`src/rtl/fifo_switch_tester_pkg.sv`:
```
// Shared constants for the switch-driven FIFO exerciser.
// Defaults for word width, address width and debounce length.
package fifo_switch_tester_pkg;
  localparam int DATA_W_DEF    = 2;
  localparam int ADDR_W_DEF    = 2;
  localparam int DB_CYCLES_DEF = 4;
  localparam int DEPTH_DEF     = 1 << ADDR_W_DEF;
endpackage

```
`src/rtl/switch_debouncer.sv`:
```
// Counter debouncer for one clk-synchronous switch.
// Emits a registered one-cycle tick on each debounced press.
module switch_debouncer
  import fifo_switch_tester_pkg::*;
#(
  parameter int DB_CYCLES = DB_CYCLES_DEF
) (
  input  logic clk,
  input  logic reset,
  input  logic raw,
  output logic db,
  output logic tick
);
  localparam int CW = $clog2(DB_CYCLES + 1);

  logic [CW-1:0] cnt;

  always_ff @(posedge clk) begin
    if (!reset) begin
      cnt  <= '0;
      db   <= 1'b0;
      tick <= 1'b0;
    end else begin
      tick <= 1'b0;
      if (raw == db) begin
        cnt <= '0;
      end else if (cnt == CW'(DB_CYCLES - 1)) begin
        cnt  <= '0;
        db   <= raw;
        tick <= raw;
      end else begin
        cnt <= cnt + CW'(1);
      end
    end
  end
endmodule

```
`src/rtl/fifo_switch_tester.sv`:
```
// Board exerciser: debounced switches push/pop a small FIFO,
// LEDs show head word, occupancy and status.
module fifo_switch_tester
  import fifo_switch_tester_pkg::*;
#(
  parameter int DATA_W    = DATA_W_DEF,
  parameter int ADDR_W    = ADDR_W_DEF,
  parameter int DB_CYCLES = DB_CYCLES_DEF
) (
  input  logic clk,
  input  logic reset,
  input  logic sw0,
  input  logic sw1,
  input  logic sw2,
  input  logic sw3,
  output logic led0,
  output logic led1,
  output logic led2,
  output logic led3,
  output logic led4,
  output logic led5,
  output logic led6,
  output logic led7,
  output logic db_sw0,
  output logic db_sw1,
  output logic sw0_tick,
  output logic sw1_tick
);
  localparam int DEPTH = 1 << ADDR_W;
  localparam int CNT_W = ADDR_W + 1;

  logic [DATA_W-1:0] mem [DEPTH];
  logic [ADDR_W-1:0] wptr;
  logic [ADDR_W-1:0] rptr;
  logic [CNT_W-1:0]  count;
  logic              ovf;
  logic              empty;
  logic              full;
  logic              rd_en;
  logic              wr_en;
  logic [DATA_W-1:0] wdata;
  logic [DATA_W-1:0] head;

  switch_debouncer #(.DB_CYCLES(DB_CYCLES)) u_db0 (
    .clk  (clk),
    .reset(reset),
    .raw  (sw0),
    .db   (db_sw0),
    .tick (sw0_tick)
  );

  switch_debouncer #(.DB_CYCLES(DB_CYCLES)) u_db1 (
    .clk  (clk),
    .reset(reset),
    .raw  (sw1),
    .db   (db_sw1),
    .tick (sw1_tick)
  );

  assign wdata = {sw3, sw2};
  assign empty = (count == '0);
  assign full  = (count == CNT_W'(DEPTH));
  assign rd_en = sw0_tick && !empty;
  // A full FIFO still accepts a write when a read frees a slot.
  assign wr_en = sw1_tick && (!full || rd_en);
  assign head  = empty ? '0 : mem[rptr];

  always_ff @(posedge clk) begin
    if (wr_en) begin
      mem[wptr] <= wdata;
    end
  end

  always_ff @(posedge clk) begin
    if (!reset) begin
      wptr  <= '0;
      rptr  <= '0;
      count <= '0;
      ovf   <= 1'b0;
    end else begin
      if (wr_en) begin
        wptr <= wptr + ADDR_W'(1);
      end
      if (rd_en) begin
        rptr <= rptr + ADDR_W'(1);
      end
      if (wr_en && !rd_en) begin
        count <= count + CNT_W'(1);
      end else if (rd_en && !wr_en) begin
        count <= count - CNT_W'(1);
      end
      if (sw1_tick && !wr_en) begin
        ovf <= 1'b1;
      end
    end
  end

  assign led0 = head[0];
  assign led1 = head[1];
  assign led2 = count[0];
  assign led3 = count[1];
  assign led4 = count[2];
  assign led5 = ovf;
  assign led6 = empty;
  assign led7 = full;
endmodule

```
`config.mk`:
```
export PLATFORM = sky130hd
export DESIGN_NAME = fifo_switch_tester
export DESIGN_NICKNAME = d
export VERILOG_FILES = /design/src/rtl/fifo_switch_tester_pkg.sv /design/src/rtl/switch_debouncer.sv /design/src/rtl/fifo_switch_tester.sv
export SDC_FILE = /design/constraint.sdc
export NUM_CORES = 1
export LEC_CHECK = 0
export CORE_MARGIN = 3
export CORE_UTILIZATION = 52
export DETAILED_ROUTE_END_ITERATION = 16
export GPL_ROUTABILITY_DRIVEN = 0
export GPL_TIMING_DRIVEN = 0
export PLACE_DENSITY = 0.85
export SLEW_MARGIN = 20
export SYNTH_ARGS = -nofsm -noshare
export SYNTH_HDL_FRONTEND = slang
export SYNTH_SLANG_ARGS = --single-unit
```
`constraint.sdc`:
```
create_clock -name clk -period 2.2 [get_ports clk]
set_input_delay 0.33 -clock clk [delete_from_list [all_inputs] [get_ports clk]]
set_output_delay 0.33 -clock clk [all_outputs]
set_load 0.01 [all_outputs]
```
---- Yosys cells after proc, flatten, opt, wreduce, memory -nomap -nowiden ----
Memories as Yosys holds them, arrays and structs flattened. A register that Yosys moved wholly into a read port is not among the register bits.
Cells that the tools add are included.
W data, S select, Z words.
storage, ports and cells
  flip-flop bits (word level) ............. 18
  bits in writable memories ............... 8
  input port bits ......................... 6
  output and inout port bits .............. 12
  logic and storage cells ................. 52
  memories ................................ 1
operators by class
  add/subtract/negate cells ............... 6
  equality and inequality tests ........... 5
  mux-type cells .......................... 7
  bitwise gates (word level) .............. 5
  reduce and logical (&&, ||, !) cells .... 18
memory list
  name  words  width  rd ports  clocked after Yosys merged registers in  write ports  RTL line                  text
  mem   4      2      1         1                                        1            fifo_switch_tester.sv:32  logic [DATA_W-1:0] mem [DEPTH];
operator list
  operator               count
  $reduce_or A3 Y1       4
  $add A3 B1 Y3 const B  3
  $eq A3 B2 Y1 const B   2
  $mux W2                3
  $mux W3                2
  $logic_and A1 B1 Y1    5
  $not A1 Y1             5
  $add A2 B1 Y2 const B  2
  $logic_not A1 Y1       4
  $reduce_and A2 Y1      2
  $eq A3 B3 Y1 const B   1
  $logic_not A3 Y1       1
  $sub A3 B1 Y3 const B  1
  $eq A1 B1 Y1           2
  $mux W1                2
  $reduce_bool A2 Y1     1
  $logic_or A1 B1 Y1     1

---- Depth between registers and ports, before layout ----
  word-level depth ........................ 9
  mapped depth ............................ 9
  mapped depth without buffers ............ 8

---- Cells and area by module ----
From an unflattened synthesis, not the netlist that was laid out.
unflattened totals
  cell total of the unflattened synthesis .. 95
  area, all modules ....................... 1222.4 um2
by module, submodules not included
  module              instances  cells each  area each (um2)  seq. area each (um2)
  fifo_switch_tester  1          65          832.0            440.4
  switch_debouncer    2          15          195.2            100.1

---- Worst setup path after synthesis ----
OpenSTA, ideal clock, no wires.
  path type ............................... register to register
  start point ............................. register count[0]
  end point ............................... register count[2]
  library setup time ...................... 0.070 ns
  arrival time ............................ 2.036 ns
  required time ........................... 2.130 ns
  slack ................................... 0.094 ns
  stages on the path, launching flop included .. 10
  path buffers ............................ 1
  clock period less this slack ............ 2.106 ns
  path through ............................ dfxtp_1 nor4b_2 nor2b_1 buf_6 ha_1 inv_1 fa_1 xor2_1 or3_1 a21boi_1
on the way
  word-level cells in the longest chain between the ends .. 8
  elaborated cells between the ends (all ways) .. 16
  those cells by class .................... 2 x add/sub; 1 x eq/ne; 2 x mux; 11 x reduce/logical
RTL lines
  what                                 RTL line                  text
  from (decl)                          fifo_switch_tester.sv:35  logic [CNT_W-1:0] count;
  from (signal assigned)               fifo_switch_tester.sv:88  count <= count + CNT_W'(1);
  from (signal assigned)               fifo_switch_tester.sv:90  count <= count - CNT_W'(1);
  $logic_not A3 Y1                     fifo_switch_tester.sv:61  assign empty = (count == '0);
  $logic_not A1 Y1                     fifo_switch_tester.sv:63  assign rd_en = sw0_tick && !empty;
  $logic_and A1 B1 Y1                  fifo_switch_tester.sv:63
  $logic_or A1 B1 Y1 (*)               fifo_switch_tester.sv:65  assign wr_en = sw1_tick && (!full || rd_en);
  $logic_and A1 B1 Y1 (*)              fifo_switch_tester.sv:65
  via wr_en                            fifo_switch_tester.sv:40  logic wr_en;
  $logic_not A1 Y1                     fifo_switch_tester.sv:89  end else if (rd_en && !wr_en) begin
  $logic_and A1 B1 Y1                  fifo_switch_tester.sv:89
  $reduce_bool A2 Y1 (no source line)  n/a
Mark *: on every way through the listed nets, which the timed path passes. The rest lies on a longest branch. The select of a mux whose other input is x is not followed.
A chain may end at the register's enable or synchronous reset.

---- Worst setup path in the final report ----
  start point ............................. register count[2]
  end point ............................... register count[2]
The elaborated chain is that of the path after synthesis.

==> results.py <==
metrics = {
    "timing": {
        "hold_viol": 0,
        "finalSetupViolCount": 0,
        "worst_slew_margin_rel_pct": 75.3,
        "report.final.slew_viol_count": 0,
        "final.period_utilization_pct": 97.4,
        "max_freq_mhz": 467,
        "grt_setup_unrepaired": "yes",
        "max_slew.worst_pin.slew_ns": 0.370,
        "clock_skew_ns": 0.0138,
        "whs_ns": 0.431,
        "finalWorstPathRequiredPeriod_ns": 2.14,
        "totalNegativeSetupSlack_ns": 0,
    },
    "yosys": {
        "synth.largest_area_cell": "sky130_fd_sc_hd__dfxtp_1",
        "sequential_to_total_area_share_from_yosys_stat_pct": 53.2,
        "synth_common_cells": "20 x sky130_fd_sc_hd__dfxtp_1, 9 x sky130_fd_sc_hd__ha_1, 8 x sky130_fd_sc_hd__edfxtp_1",
        "synth_top_area_share_pct": 33.2,
        "synth-edff-count": 8,
        "syn-instance-count": 99,
        "ys_dominant_reg_cell": "sky130_fd_sc_hd__dfxtp_1",
        "most_common_cell_in_the_synthesized_netlist": "sky130_fd_sc_hd__dfxtp_1",
        "mapped_cell_area_mm2": 0.00120,
        "avgSynthCellArea_um2": 12.2,
        "synth.top_cells.by_area": "sky130_fd_sc_hd__dfxtp_1 33%, sky130_fd_sc_hd__edfxtp_1 20%, sky130_fd_sc_hd__ha_1 9.3%, sky130_fd_sc_hd__mux2i_1 4.2%, sky130_fd_sc_hd__mux4_2 3.7%",
        "synthesis.yosys.warnings": 0,
        "synth_cell_types": 25,
        "postSynthNetCount": 115,
        "asyncSetResetFlopFracSynth_pct": 0,
        "yosys_register_bits": 28,
    },
    "cts": {
        "cts_max_level": 1,
        "cts_inserted_buffers": 3,
        "cts_tree": "built",
        "cts_hold_repair.buffers": 0,
        "ctsRootBufferMaster": "sky130_fd_sc_hd__clkbuf_4",
        "max-clock-path-buffers": 2,
        "clock_sinks": 28,
        "clkLatencyLatePin_ns": 0.34,
        "clk_pin_slew_worst_paths_ns": 0.16,
    },
    "worst_setup_path": {
        "worst_ep_required_time_ns": 2.48,
        "cp_max_fo": 7,
        "r2r_setup_slack_ns": 0.06,
        "worst_ep_arrival_time_ns": 2.42,
        "worstSetupStartpointType": "register",
        "worst_setup_path_end_kind": "register",
        "critical_path_class": "reg -> reg",
    },
    "die": {
        "num_io_pins": 18,
        "initial_utilization_pct": 57.9,
        "die-area_mm2": 0.00293,
        "die_y_um": 54.1,
        "core_region_area_mm2": 0.00208,
        "die_width_um": 54.1,
        "placement_rows": 16,
    },
    "grt": {
        "grt_first_pass_wirelength_um": 3070,
        "grt_start_max_net_pins": 17,
        "grt_antenna_before_repair": 0,
        "grt_pass1_vias": 741,
        "globalRouteTotalUtil_pct": 15.1,
        "globalRoute.totalOverflow": 0,
    },
    "drt": {
        "route.vias.total": 751,
        "drt_wl_total_um": 1890,
        "viasPerCell": 5.07,
        "drt-wirelength-per-cell_um": 12.8,
        "drc": 0,
        "drt_iter0_markers": 7,
        "ant_nets": 0,
        "detailedRoute.firstPassIterationCount": 4,
    },
    "outcome": {
        "status": "complete, no violations",
    },
    "finish": {
        "nNetsFinal": 138,
        "num-fill-cells": 148,
        "flow.area_growth_from_synthesis_pct": 22.3,
        "num_antenna_cells": 0,
        "layout-drive-gt1-share_pct": 12.4,
    },
    "placement": {
        "hpwlAfterDp_um": 1470,
        "port_buffers": 17,
    },
    "pwr": {
        "peakVddDrop_v": 0.000541,
        "powerDensity_mw_per_mm2": 586,
        "leakage_nw": 0.593,
    },
    "run": {
        "max_cap_violations": 0,
    },
    "hold_path": {
        "worst_hold_path_type": "reg -> reg",
    },
}
==> per-stage QoR <==
| stage | setup slack [ns] | total power [W] | utilization, % | std cells | instance area (um^2) |
|---|---|---|---|---|---|
| 6_report | 0.0579 | 0.000864 | 70.8 | 148 | 1470 |
| 5_1_grt | -0.0275 | 0.000893 | 70.8 | 148 | 1470 |
| 4_1_cts | 0.00446 | 0.000864 | 70.1 | 147 | 1460 |
| 3_5_place_dp | -0.0354 | 0.000583 | 67.7 | 143 | 1410 |
| 3_3_place_gp | 0.0399 | 0.000580 | 67.7 | 143 | 1410 |
| 2_1_floorplan | 0.0939 | 0.000563 | - | 99 | 1200 |
==> layer usage <==
metal  global-route usage (%)  vias up  routed length (um)
met3                     3.32        5                  77
li1                         -      379                   -
met5                        0        -                   0
met1                     14.3      350                 807
met4                     7.88        0                  33
met2                     29.5       17                 972
==> kinds of logic after synthesis <==
group	Yosys count	share of synthesized area (%)
AOI/OAI and AO/OA	6	3.53
xor gates and xnor gates	5	3.64
adders and majority gates	10	11.0
buffers and inverters	9	3.43
DFF	28	53.2
muxes	7	7.89
and+or+nand+nor	34	17.3
==> report_power, final <==
group,leakage [nW],switching [W],total (W),internal [W]
clock,0.0261,0.000154,0.000293,0.000139
sequential,0.236,0.00000267,0.000537,0.000534
combinational,0.331,0.0000159,0.0000338,0.0000179
total,0.593,0.000172,0.000864,0.000691
==> cell type report <==
type,count,area (um^2),share of cell area (%)
Sequential cell,28,646,43.8
Multi-Input combinational cell,62,523,35.5
Timing Repair Buffer,18,183,12.4
Clock buffer,4,47.5,3.23
Tap cell,27,33.8,2.29
Inverter,7,26.3,1.78
Buffer,2,15.0,1.02
==> critical path: stages (launching register included) <==
cell                       delay (ns)
sky130_fd_sc_hd__dfxtp_2         0.39
sky130_fd_sc_hd__nor4b_2         0.17
sky130_fd_sc_hd__nor2b_1         0.14
sky130_fd_sc_hd__buf_6           0.14
sky130_fd_sc_hd__ha_1            0.18
sky130_fd_sc_hd__inv_1           0.06
sky130_fd_sc_hd__fa_1            0.37
sky130_fd_sc_hd__xor2_1          0.17
sky130_fd_sc_hd__or3_1           0.32
sky130_fd_sc_hd__a21boi_1        0.14
==> registers in the layout, indices dropped and copies added (netlist names), named ones only <==
name / cells
wptr: 2
u_db0.tick: 1
u_db1.db: 1
mem: 8
u_db0.cnt: 3
rptr: 2
u_db0.db: 1
count: 3
u_db1.tick: 1
led5: 1
u_db1.cnt: 3
==> final timing paths <==
kind | to | start | depth (start not counted)
worst max-delay path | count[2]$_SDFFE_PN0P_ | count[2]$_SDFFE_PN0P_ | 9
worst min-delay path | u_db0.cnt[0]$_SDFF_PP0_ | u_db0.cnt[0]$_SDFF_PP0_ | 1
worst max register to register | count[2]$_SDFFE_PN0P_ | count[2]$_SDFFE_PN0P_ | 9
worst min register to register | u_db0.cnt[0]$_SDFF_PP0_ | u_db0.cnt[0]$_SDFF_PP0_ | 1
==> cells in the final DEF, fill, tap and decap left out, types with 4 or more instances in the layout <==
cell and instances:
sky130_fd_sc_hd__dfxtp_2 4, sky130_fd_sc_hd__dfxtp_1 16, sky130_fd_sc_hd__and2_1 7, sky130_fd_sc_hd__edfxtp_1 8, sky130_fd_sc_hd__inv_1 7, sky130_fd_sc_hd__ha_1 9
sky130_fd_sc_hd__mux2i_1 5, sky130_fd_sc_hd__nand2_1 5, sky130_fd_sc_hd__clkdlybuf4s50_1 15, sky130_fd_sc_hd__nor2b_1 7, sky130_fd_sc_hd__nor2_1 6
==> what timing repair did <==
item                                    CTS  global route
gates resized for setup                   3             3
buffers inserted                          0             1
endpoints found under the setup margin    3             3
cloned                                    0             0
No activity file was read; power rests on OpenSTA's default activity.
